--- config.mk ---
export PLATFORM = sky130hd
export DESIGN_NAME = boot_stream_loader
export DESIGN_NICKNAME = d
export VERILOG_FILES = /design/src/rtl/boot_stream_loader_pkg.sv /design/src/rtl/boot_stream_loader_burst_calc.sv /design/src/rtl/boot_stream_loader.sv
export SDC_FILE = /design/constraint.sdc
export NUM_CORES = 1
export LEC_CHECK = 0
export ABC_CLOCK_PERIOD_IN_PS = 11800
export CAP_MARGIN = 20
export CORE_ASPECT_RATIO = 0.8
export CORE_MARGIN = 2
export CORE_UTILIZATION = 35
export CTS_CLUSTER_DIAMETER = 80
export DETAILED_ROUTE_END_ITERATION = 12
export SLEW_MARGIN = 30
export SYNTH_ARGS = -nofsm -noshare
export SYNTH_HDL_FRONTEND = slang
export SYNTH_HIERARCHICAL = 1
export SYNTH_SLANG_ARGS = --single-unit
--- constraint.sdc ---
create_clock -name clk -period 11.8 [get_ports clk]
set_input_delay 1.18 -clock clk [delete_from_list [all_inputs] [get_ports clk]]
set_output_delay 1.18 -clock clk [all_outputs]
set_load 0.01 [all_outputs]
--- src/rtl/boot_stream_loader_pkg.sv ---
// boot_loader_pkg: shared state encoding, failure codes and the AXI 4 KB page
// constant for the boot stream loader. The CHK state only exists when the
// BOOT_LOADER_CRC_EN macro is defined.
package boot_loader_pkg;

   typedef enum logic [3:0] {
      S_IDLE,
      S_STALL,
      S_HDR_ADDR,
      S_HDR_LEN,
      S_AW,
      S_WDATA,
      S_BRESP,
`ifdef BOOT_LOADER_CRC_EN
      S_CHK,
`endif
      S_PC_AW,
      S_PC_W,
      S_PC_B,
      S_RESUME,
      S_DONE,
      S_ERR
   } state_t;

   localparam logic [2:0] ERR_NONE     = 3'd0;
   localparam logic [2:0] ERR_ALIGN    = 3'd1;
   localparam logic [2:0] ERR_BUS      = 3'd2;
   localparam logic [2:0] ERR_OVERFLOW = 3'd3;
   localparam logic [2:0] ERR_CRC      = 3'd4;

   localparam int BOUNDARY_4K = 4096;

endpackage

--- src/rtl/boot_stream_loader_burst_calc.sv ---
// boot_burst_calc: picks the beat count of the next burst so that it never
// exceeds the words still owed, the burst length limit, or the 4 KB page end.
module boot_burst_calc
   import boot_loader_pkg::*;
#(
   parameter int BURST_MAX = 255
) (
   input  logic [9:0]  word_offset,
   input  logic [31:0] remaining,
   output logic [8:0]  beats
);

   logic [10:0] words_to_boundary;

   // Smallest of the three limits; word_offset is the word index inside the page
   always_comb begin
      words_to_boundary = 11'(BOUNDARY_4K / 4) - {1'b0, word_offset};
      beats = 9'(BURST_MAX);
      if (remaining < 32'(BURST_MAX)) begin
         beats = remaining[8:0];
      end
      if (words_to_boundary < {2'b00, beats}) begin
         beats = words_to_boundary[8:0];
      end
   end

endmodule

--- src/rtl/boot_stream_loader.sv ---
// boot_stream_loader: halts the CPU, copies sections from a word stream into
// memory as AXI write bursts, writes the boot PC to the debug NPC register and
// releases the CPU. Define BOOT_LOADER_CRC_EN to require a per-section XOR
// trailer word that is checked before the section counts as complete.
module boot_stream_loader
   import boot_loader_pkg::*;
#(
   parameter int          ADDR_W       = 32,
   parameter int          BURST_MAX    = 255,
   parameter logic [31:0] NPC_ADDR     = 32'h1A11_2000,
   parameter int          MAX_SECTIONS = 8
) (
   input  logic                              clk,
   input  logic                              rst,
   input  logic                              start_i,
   input  logic [31:0]                       s_data_i,
   input  logic                              s_valid_i,
   output logic                              s_ready_o,
   output logic                              cpu_stall_o,
   input  logic                              cpu_stalled_i,
   output logic [ADDR_W-1:0]                 aw_addr_o,
   output logic [7:0]                        aw_len_o,
   output logic                              aw_valid_o,
   input  logic                              aw_ready_i,
   output logic [31:0]                       w_data_o,
   output logic                              w_last_o,
   output logic                              w_valid_o,
   input  logic                              w_ready_i,
   input  logic [1:0]                        b_resp_i,
   input  logic                              b_valid_i,
   output logic                              b_ready_o,
   output logic                              busy_o,
   output logic                              done_o,
   output logic                              error_o,
   output logic [2:0]                        err_code_o,
   output logic [$clog2(MAX_SECTIONS+1)-1:0] sections_o
);

   localparam int SEC_W = $clog2(MAX_SECTIONS + 1);

   state_t            state_q, state_d;
   logic [ADDR_W-1:0] addr_q;
   logic [31:0]       remaining_q;
   logic [31:0]       pc_q;
   logic [8:0]        beats_q;
   logic [8:0]        beat_cnt_q;
   logic [8:0]        beats_calc;
   logic [2:0]        err_code_q, err_d;
   logic [SEC_W-1:0]  sections_q;
   logic              section_end;
   logic              start_accept;
`ifdef BOOT_LOADER_CRC_EN
   logic [31:0]       crc_q;
`endif

   boot_burst_calc #(
      .BURST_MAX(BURST_MAX)
   ) u_burst_calc (
      .word_offset(addr_q[11:2]),
      .remaining  (remaining_q),
      .beats      (beats_calc)
   );

   assign err_code_o = err_code_q;
   assign sections_o = sections_q;

   // State register; reset abandons any burst in flight and returns to IDLE
   always_ff @(posedge clk) begin
      if (rst) begin
         state_q <= S_IDLE;
      end else begin
         state_q <= state_d;
      end
   end

   // Next-state decode and all handshake outputs, which depend on state only
   // except for the pass-through W channel during WDATA
   always_comb begin
      state_d      = state_q;
      err_d        = ERR_NONE;
      section_end  = 1'b0;
      start_accept = 1'b0;
      s_ready_o    = 1'b0;
      cpu_stall_o  = 1'b0;
      aw_addr_o    = '0;
      aw_len_o     = 8'd0;
      aw_valid_o   = 1'b0;
      w_data_o     = 32'd0;
      w_last_o     = 1'b0;
      w_valid_o    = 1'b0;
      b_ready_o    = 1'b0;
      busy_o       = 1'b0;
      done_o       = 1'b0;
      error_o      = 1'b0;
      case (state_q)
         S_IDLE: begin
            if (start_i) begin
               start_accept = 1'b1;
               state_d      = S_STALL;
            end
         end
         S_STALL: begin
            busy_o      = 1'b1;
            cpu_stall_o = 1'b1;
            if (cpu_stalled_i) state_d = S_HDR_ADDR;
         end
         S_HDR_ADDR: begin
            busy_o      = 1'b1;
            cpu_stall_o = 1'b1;
            s_ready_o   = 1'b1;
            if (s_valid_i) begin
               if (s_data_i[1:0] != 2'b00) begin
                  state_d = S_ERR;
                  err_d   = ERR_ALIGN;
               end else begin
                  state_d = S_HDR_LEN;
               end
            end
         end
         S_HDR_LEN: begin
            busy_o      = 1'b1;
            cpu_stall_o = 1'b1;
            s_ready_o   = 1'b1;
            if (s_valid_i) begin
               state_d = (s_data_i == 32'd0) ? S_PC_AW : S_AW;
            end
         end
         S_AW: begin
            busy_o      = 1'b1;
            cpu_stall_o = 1'b1;
            aw_addr_o   = addr_q;
            aw_len_o    = 8'(beats_calc - 9'd1);
            aw_valid_o  = 1'b1;
            if (aw_ready_i) state_d = S_WDATA;
         end
         S_WDATA: begin
            busy_o      = 1'b1;
            cpu_stall_o = 1'b1;
            w_data_o    = s_data_i;
            w_valid_o   = s_valid_i;
            s_ready_o   = w_ready_i;
            w_last_o    = (beat_cnt_q == beats_q - 9'd1);
            if (s_valid_i && w_ready_i && w_last_o) state_d = S_BRESP;
         end
         S_BRESP: begin
            busy_o      = 1'b1;
            cpu_stall_o = 1'b1;
            b_ready_o   = 1'b1;
            if (b_valid_i) begin
               if (b_resp_i != 2'b00) begin
                  state_d = S_ERR;
                  err_d   = ERR_BUS;
               end else if (remaining_q != 32'(beats_q)) begin
                  state_d = S_AW;
               end else begin
`ifdef BOOT_LOADER_CRC_EN
                  state_d = S_CHK;
`else
                  section_end = 1'b1;
`endif
               end
            end
         end
`ifdef BOOT_LOADER_CRC_EN
         S_CHK: begin
            busy_o      = 1'b1;
            cpu_stall_o = 1'b1;
            s_ready_o   = 1'b1;
            if (s_valid_i) begin
               if (s_data_i != crc_q) begin
                  state_d = S_ERR;
                  err_d   = ERR_CRC;
               end else begin
                  section_end = 1'b1;
               end
            end
         end
`endif
         S_PC_AW: begin
            busy_o      = 1'b1;
            cpu_stall_o = 1'b1;
            aw_addr_o   = ADDR_W'(NPC_ADDR);
            aw_valid_o  = 1'b1;
            if (aw_ready_i) state_d = S_PC_W;
         end
         S_PC_W: begin
            busy_o      = 1'b1;
            cpu_stall_o = 1'b1;
            w_data_o    = pc_q;
            w_last_o    = 1'b1;
            w_valid_o   = 1'b1;
            if (w_ready_i) state_d = S_PC_B;
         end
         S_PC_B: begin
            busy_o      = 1'b1;
            cpu_stall_o = 1'b1;
            b_ready_o   = 1'b1;
            if (b_valid_i) begin
               if (b_resp_i != 2'b00) begin
                  state_d = S_ERR;
                  err_d   = ERR_BUS;
               end else begin
                  state_d = S_RESUME;
               end
            end
         end
         S_RESUME: begin
            busy_o  = 1'b1;
            state_d = S_DONE;
         end
         S_DONE: begin
            done_o = 1'b1;
            if (start_i) begin
               start_accept = 1'b1;
               state_d      = S_STALL;
            end
         end
         S_ERR: begin
            error_o     = 1'b1;
            cpu_stall_o = 1'b1;
            if (start_i) begin
               start_accept = 1'b1;
               state_d      = S_STALL;
            end
         end
         default: begin
            state_d = S_IDLE;
         end
      endcase
      if (section_end) begin
         if (sections_q == SEC_W'(MAX_SECTIONS - 1)) begin
            state_d = S_ERR;
            err_d   = ERR_OVERFLOW;
         end else begin
            state_d = S_HDR_ADDR;
         end
      end
   end

   // Section bookkeeping: header capture, burst progress, counters and the
   // failure code that is latched on the way into ERR
   always_ff @(posedge clk) begin
      if (rst) begin
         addr_q      <= '0;
         remaining_q <= 32'd0;
         pc_q        <= 32'd0;
         beats_q     <= 9'd0;
         beat_cnt_q  <= 9'd0;
         err_code_q  <= ERR_NONE;
         sections_q  <= '0;
`ifdef BOOT_LOADER_CRC_EN
         crc_q       <= 32'd0;
`endif
      end else begin
         if (start_accept) begin
            err_code_q <= ERR_NONE;
            sections_q <= '0;
         end
         if (state_d == S_ERR && state_q != S_ERR) begin
            err_code_q <= err_d;
         end
         if (section_end) begin
            sections_q <= sections_q + 1'b1;
         end
         case (state_q)
            S_HDR_ADDR: begin
               if (s_valid_i) begin
                  addr_q <= ADDR_W'(s_data_i);
                  pc_q   <= s_data_i;
`ifdef BOOT_LOADER_CRC_EN
                  crc_q  <= s_data_i;
`endif
               end
            end
            S_HDR_LEN: begin
               if (s_valid_i) begin
                  remaining_q <= s_data_i;
`ifdef BOOT_LOADER_CRC_EN
                  crc_q       <= crc_q ^ s_data_i;
`endif
               end
            end
            S_AW: begin
               if (aw_ready_i) begin
                  beats_q    <= beats_calc;
                  beat_cnt_q <= 9'd0;
               end
            end
            S_WDATA: begin
               if (s_valid_i && w_ready_i) begin
                  beat_cnt_q <= beat_cnt_q + 9'd1;
`ifdef BOOT_LOADER_CRC_EN
                  crc_q      <= crc_q ^ s_data_i;
`endif
               end
            end
            S_BRESP: begin
               if (b_valid_i && b_resp_i == 2'b00) begin
                  addr_q      <= addr_q + ADDR_W'({beats_q, 2'b00});
                  remaining_q <= remaining_q - 32'(beats_q);
               end
            end
            default: begin
            end
         endcase
      end
   end

endmodule

==> results.md <==
* Ports at 130
* Total gr overflow at 0
* Core Area at 0.02444 sq mm
* Synth Area in Simple Gates at 0.3205
* Share of layout cells above drive strength 1 at 0.06221
* Fin crit period at 6.527 ns
* Initial antenna violation count at 0
* Number of instances in the placed design at 1572
* Clk_skew at 0.01476 ns
* WL final at 32.31 mm
* Sequential element share of the synthesized area at 0.2841
* # Post-CTS Setup Buffers at 0
* Async SR Flop Fraction at 0
* Vias at 9345
* Worst reg-to-reg path cell count at 12
* CP bufs+invs at 1
* H-tree depth at 4
* Worst-skew pair later-pin latency at 0.43 ns
* Post-route core utilization at 0.4417
* Hold_sp: pc_q[12]$_SDFFE_PP0P_
* Die width at 180.6 um
* Max Clk Rate at 153.2 MHz
* Antenna viol nets, final at 0
* Worst r2r dst: beats_q[0]$_SDFFE_PP0P_
* Clk slew on worst S/H paths at 0.06 ns
* RSZ-0062 raised after global routing: false
* I/O Buffers at 128
* Outcome: complete, no violations
* Pins Over Slew Limit at 0
* Starting density of the core at 0.3575
* Worst path max stage delay at 0.70 ns
* Initial DRC Count at 948
* Synth warn at 6
* CTS tree: done
* Commonest non-fill, non-tap cells in the layout: nand2_1 (189), clkdlybuf4s50_1 (127), dfxtp_1 (124)
* Layout net count at 1348
* Resized Gates After CTS at 0
* Synthesis-to-finish area growth at 23.56%
* Fin cells at 1604
* Post-synth EDFFs at 0
* Synthesized area per cell at 7.373 sq um
* Flop2flop setup slack at 7.72 ns
* Yosys reg bits at 124
* Worst Hold Depth at 2
* Crit path max fanout at 9
* Clock root buffer: clkbuf_16
* Drt wl/cell at 20.14 um
* Mapped Area at 0.008737 sq mm
* CP Capture Type: output port
* Largest net degree at the start of global routing at 66
* Finish-stage setup viols at 0
* Ant diodes at 0
* Worst Path Arrival at 5.35 ns
* Post-synthesis mux area share at 0.01633
* Setup TNS at 0 ns
* Post-Synth Adder-Cell Area at 0.04898
* Total CTS buffers at 17
* Post-synthesis compound-gate area fraction at 0.2417
* Via-to-Cell Ratio at 5.826
* Required @ worst endpoint at 10.62 ns
* DRT Pass-1 Iters at 6
* Vias in the first global route at 8412
* Slew HR at 0.3798
* Clock sinks at 124
* Die Area at 0.02625 sq mm
* Synth Area in XOR/XNOR at 0.03509
* Placed cell areas at 0.01022 sq mm
* Net Count, Synth at 1260
* GPL Wtd Cong at 0.9133
* Power Density at 113.5 mW/mm^2
* GR Util All Layers at 0.2396
* RR Startpoint: remaining_q[14]$_SDFFE_PP0P_
* Cells after synthesis at 1185
* Design area at 0.01080 sq mm
* Ys flop type: dfxtp_1
* Final Cycle Share at 0.5531
* Slowest cell on crit path: nor4b_4
* Hold-fix buffers, CTS at 0
* # DRC at 0
* Hold_ws at 0.4571 ns
* First-pass GRT wire length at 49.74 mm
* CP cell instances: nor4_1 > nand4_1 > or3_1 > nor2_1 > ha_1 > a21o_1 > a21oi_1 > o31ai_1 > nor4b_4 > mux2i_1 > nor4_1 > nand2_1 > xor2_1 > nor2_1 > clkdlybuf4s50_1
* Hold Crit Class: register to register
* P_leak at 3.819 nW
* Max_cap viols at 0
* Worst Tran Pin Value at 0.9290 ns
* Worst VDD drop at 99.93 uV
* Largest family of logic cells by synthesized area: simple AND/OR/NAND/NOR gates
* HPWL after DPL at 23.34 mm
* Distinct cells, synth at 83
* CP startpoint kind: register
* Most common cell after layout, fill and taps aside: nand2_1
* Clk buf depth at 2
* Hold Path End: pc_q[12]$_SDFFE_PP0P_
* Crit Path Category: register to output port
* Final hold vios at 0
* Num rows at 51
* Die span in y at 145.3 um
* Fillcell total at 2459
* Crit path max-delay family: simple AND/OR/NAND/NOR gates
worst max-delay path by stage:
| stage | endpoint | slack, ns | start | depth (start not counted) |
|---|---|---|---|---|
| after floorplan | aw_len_o[6] | 6.99 | addr_q[5]$_SDFFE_PP0P_ | 15 |
| after global placement | aw_len_o[7] | 5.41 | remaining_q[26]$_SDFFE_PP0P_ | 15 |
| after detailed placement | aw_len_o[7] | 5.81 | remaining_q[26]$_SDFFE_PP0P_ | 15 |
| after CTS | aw_len_o[7] | 5.36 | remaining_q[26]$_SDFFE_PP0P_ | 15 |
| after global routing | aw_len_o[7] | 4.87 | remaining_q[14]$_SDFFE_PP0P_ | 15 |
| final | aw_len_o[7] | 5.27 | remaining_q[14]$_SDFFE_PP0P_ | 15 |
synth_stat cells (5+ instances only):
library cell  number  area, sq um
mux2i_1           12        120.1
a22oi_1            9        67.56
or3_1             13        81.33
nor2_1           123        461.7
o21a_1            11        82.58
buf_2             15        75.07
a21o_1            11        82.58
a41oi_1            7        61.31
nor4_1            25        156.4
nand4_1           17        106.4
and3_1             6        37.54
a31oi_1           13        81.33
o211ai_1          16        120.1
a21boi_0           5        37.54
o31ai_1            7        52.55
o22ai_1            5        31.28
and2_1            33        206.5
xor2_1            16        140.1
nand2b_1           9        56.30
or4_1              9        67.56
o311ai_0           8        70.07
ha_1              31        387.9
a22o_1            33        289.0
a21oi_1           94        470.5
inv_1             36        135.1
buf_4              5        37.54
nand2_1          190        713.2
nor3_1            40        200.2
nand3_1           42        210.2
dfxtp_1          124         2482
nor2b_1            8        50.05
a311oi_1          10        87.58
o21ai_0           36        180.2
a211oi_1          15        112.6
clkbuf_1          47        176.4
xnor2_1           19        166.4
final cells by class:
cell class | instances | area, sq um | area share
multi-input combinational | 953 | 5837 | 0.5407
timing repair buffer | 140 | 1369 | 0.1268
clock buffer | 19 | 452.9 | 0.04196
inverter | 37 | 138.9 | 0.01287
sequential | 124 | 2482 | 0.2299
clock inverter | 13 | 117.6 | 0.01089
tap | 318 | 397.9 | 0.03686
per-layer routing:
layer  GRT usage  vias to the layer above  part of all wire
met4     0.05927                        0             0.015
met5           0                        -                 0
met2      0.3395                      385              0.42
met1      0.3613                     4434              0.49
met3     0.05522                       34             0.082
li1            -                     4492                 -
through the flow:
| step | total power, mW | setup WS, ns |
|---|---|---|
| after floorplan | 0.6275 | 6.991 |
| after global placement | 0.7146 | 5.411 |
| after detailed placement | 0.7153 | 5.815 |
| after CTS | 1.225 | 5.356 |
| after global routing | 1.275 | 4.869 |
| final | 1.226 | 5.273 |
flip-flops by register name (all words and copies together), names as in the netlist:
signal	count
addr_q	32
pc_q	32
remaining_q	32
beat_cnt_q	9
beats_q	9
sections_o	4
state_q	4
err_code_o	2
worst reg2reg max path: stages (launching register included):
cell and delay [ns]:
dfxtp_1 0.36, nor4_1 0.38, nand4_1 0.26, or3_1 0.58, nor2_1 0.20, ha_1 0.27
a21o_1 0.18, a21oi_1 0.15, o31ai_1 0.11, nor4b_4 0.70, mux2i_1 0.57, nand2_1 0.12
a21oi_1 0.14
where the power goes:
group | switching [mW] | internal (mW) | total, mW
logic | 0.164 | 0.105 | 0.270
registers | 0.0145 | 0.428 | 0.442
clock network | 0.213 | 0.301 | 0.514
cell families (layout without fill, tap and decap cells):
| kind of cell | count (synthesis) | count (layout) |
|---|---|---|
| simple gates | 558 | 558 |
| compound gates | 311 | 311 |
| flops | 124 | 124 |
| buf+inv | 108 | 209 |
| xor+xnor | 35 | 35 |
| fa+ha+maj | 33 | 33 |
| mux | 14 | 14 |
| other cells | 2 | 2 |
Note: power is estimated with default switching activity, not from simulation.
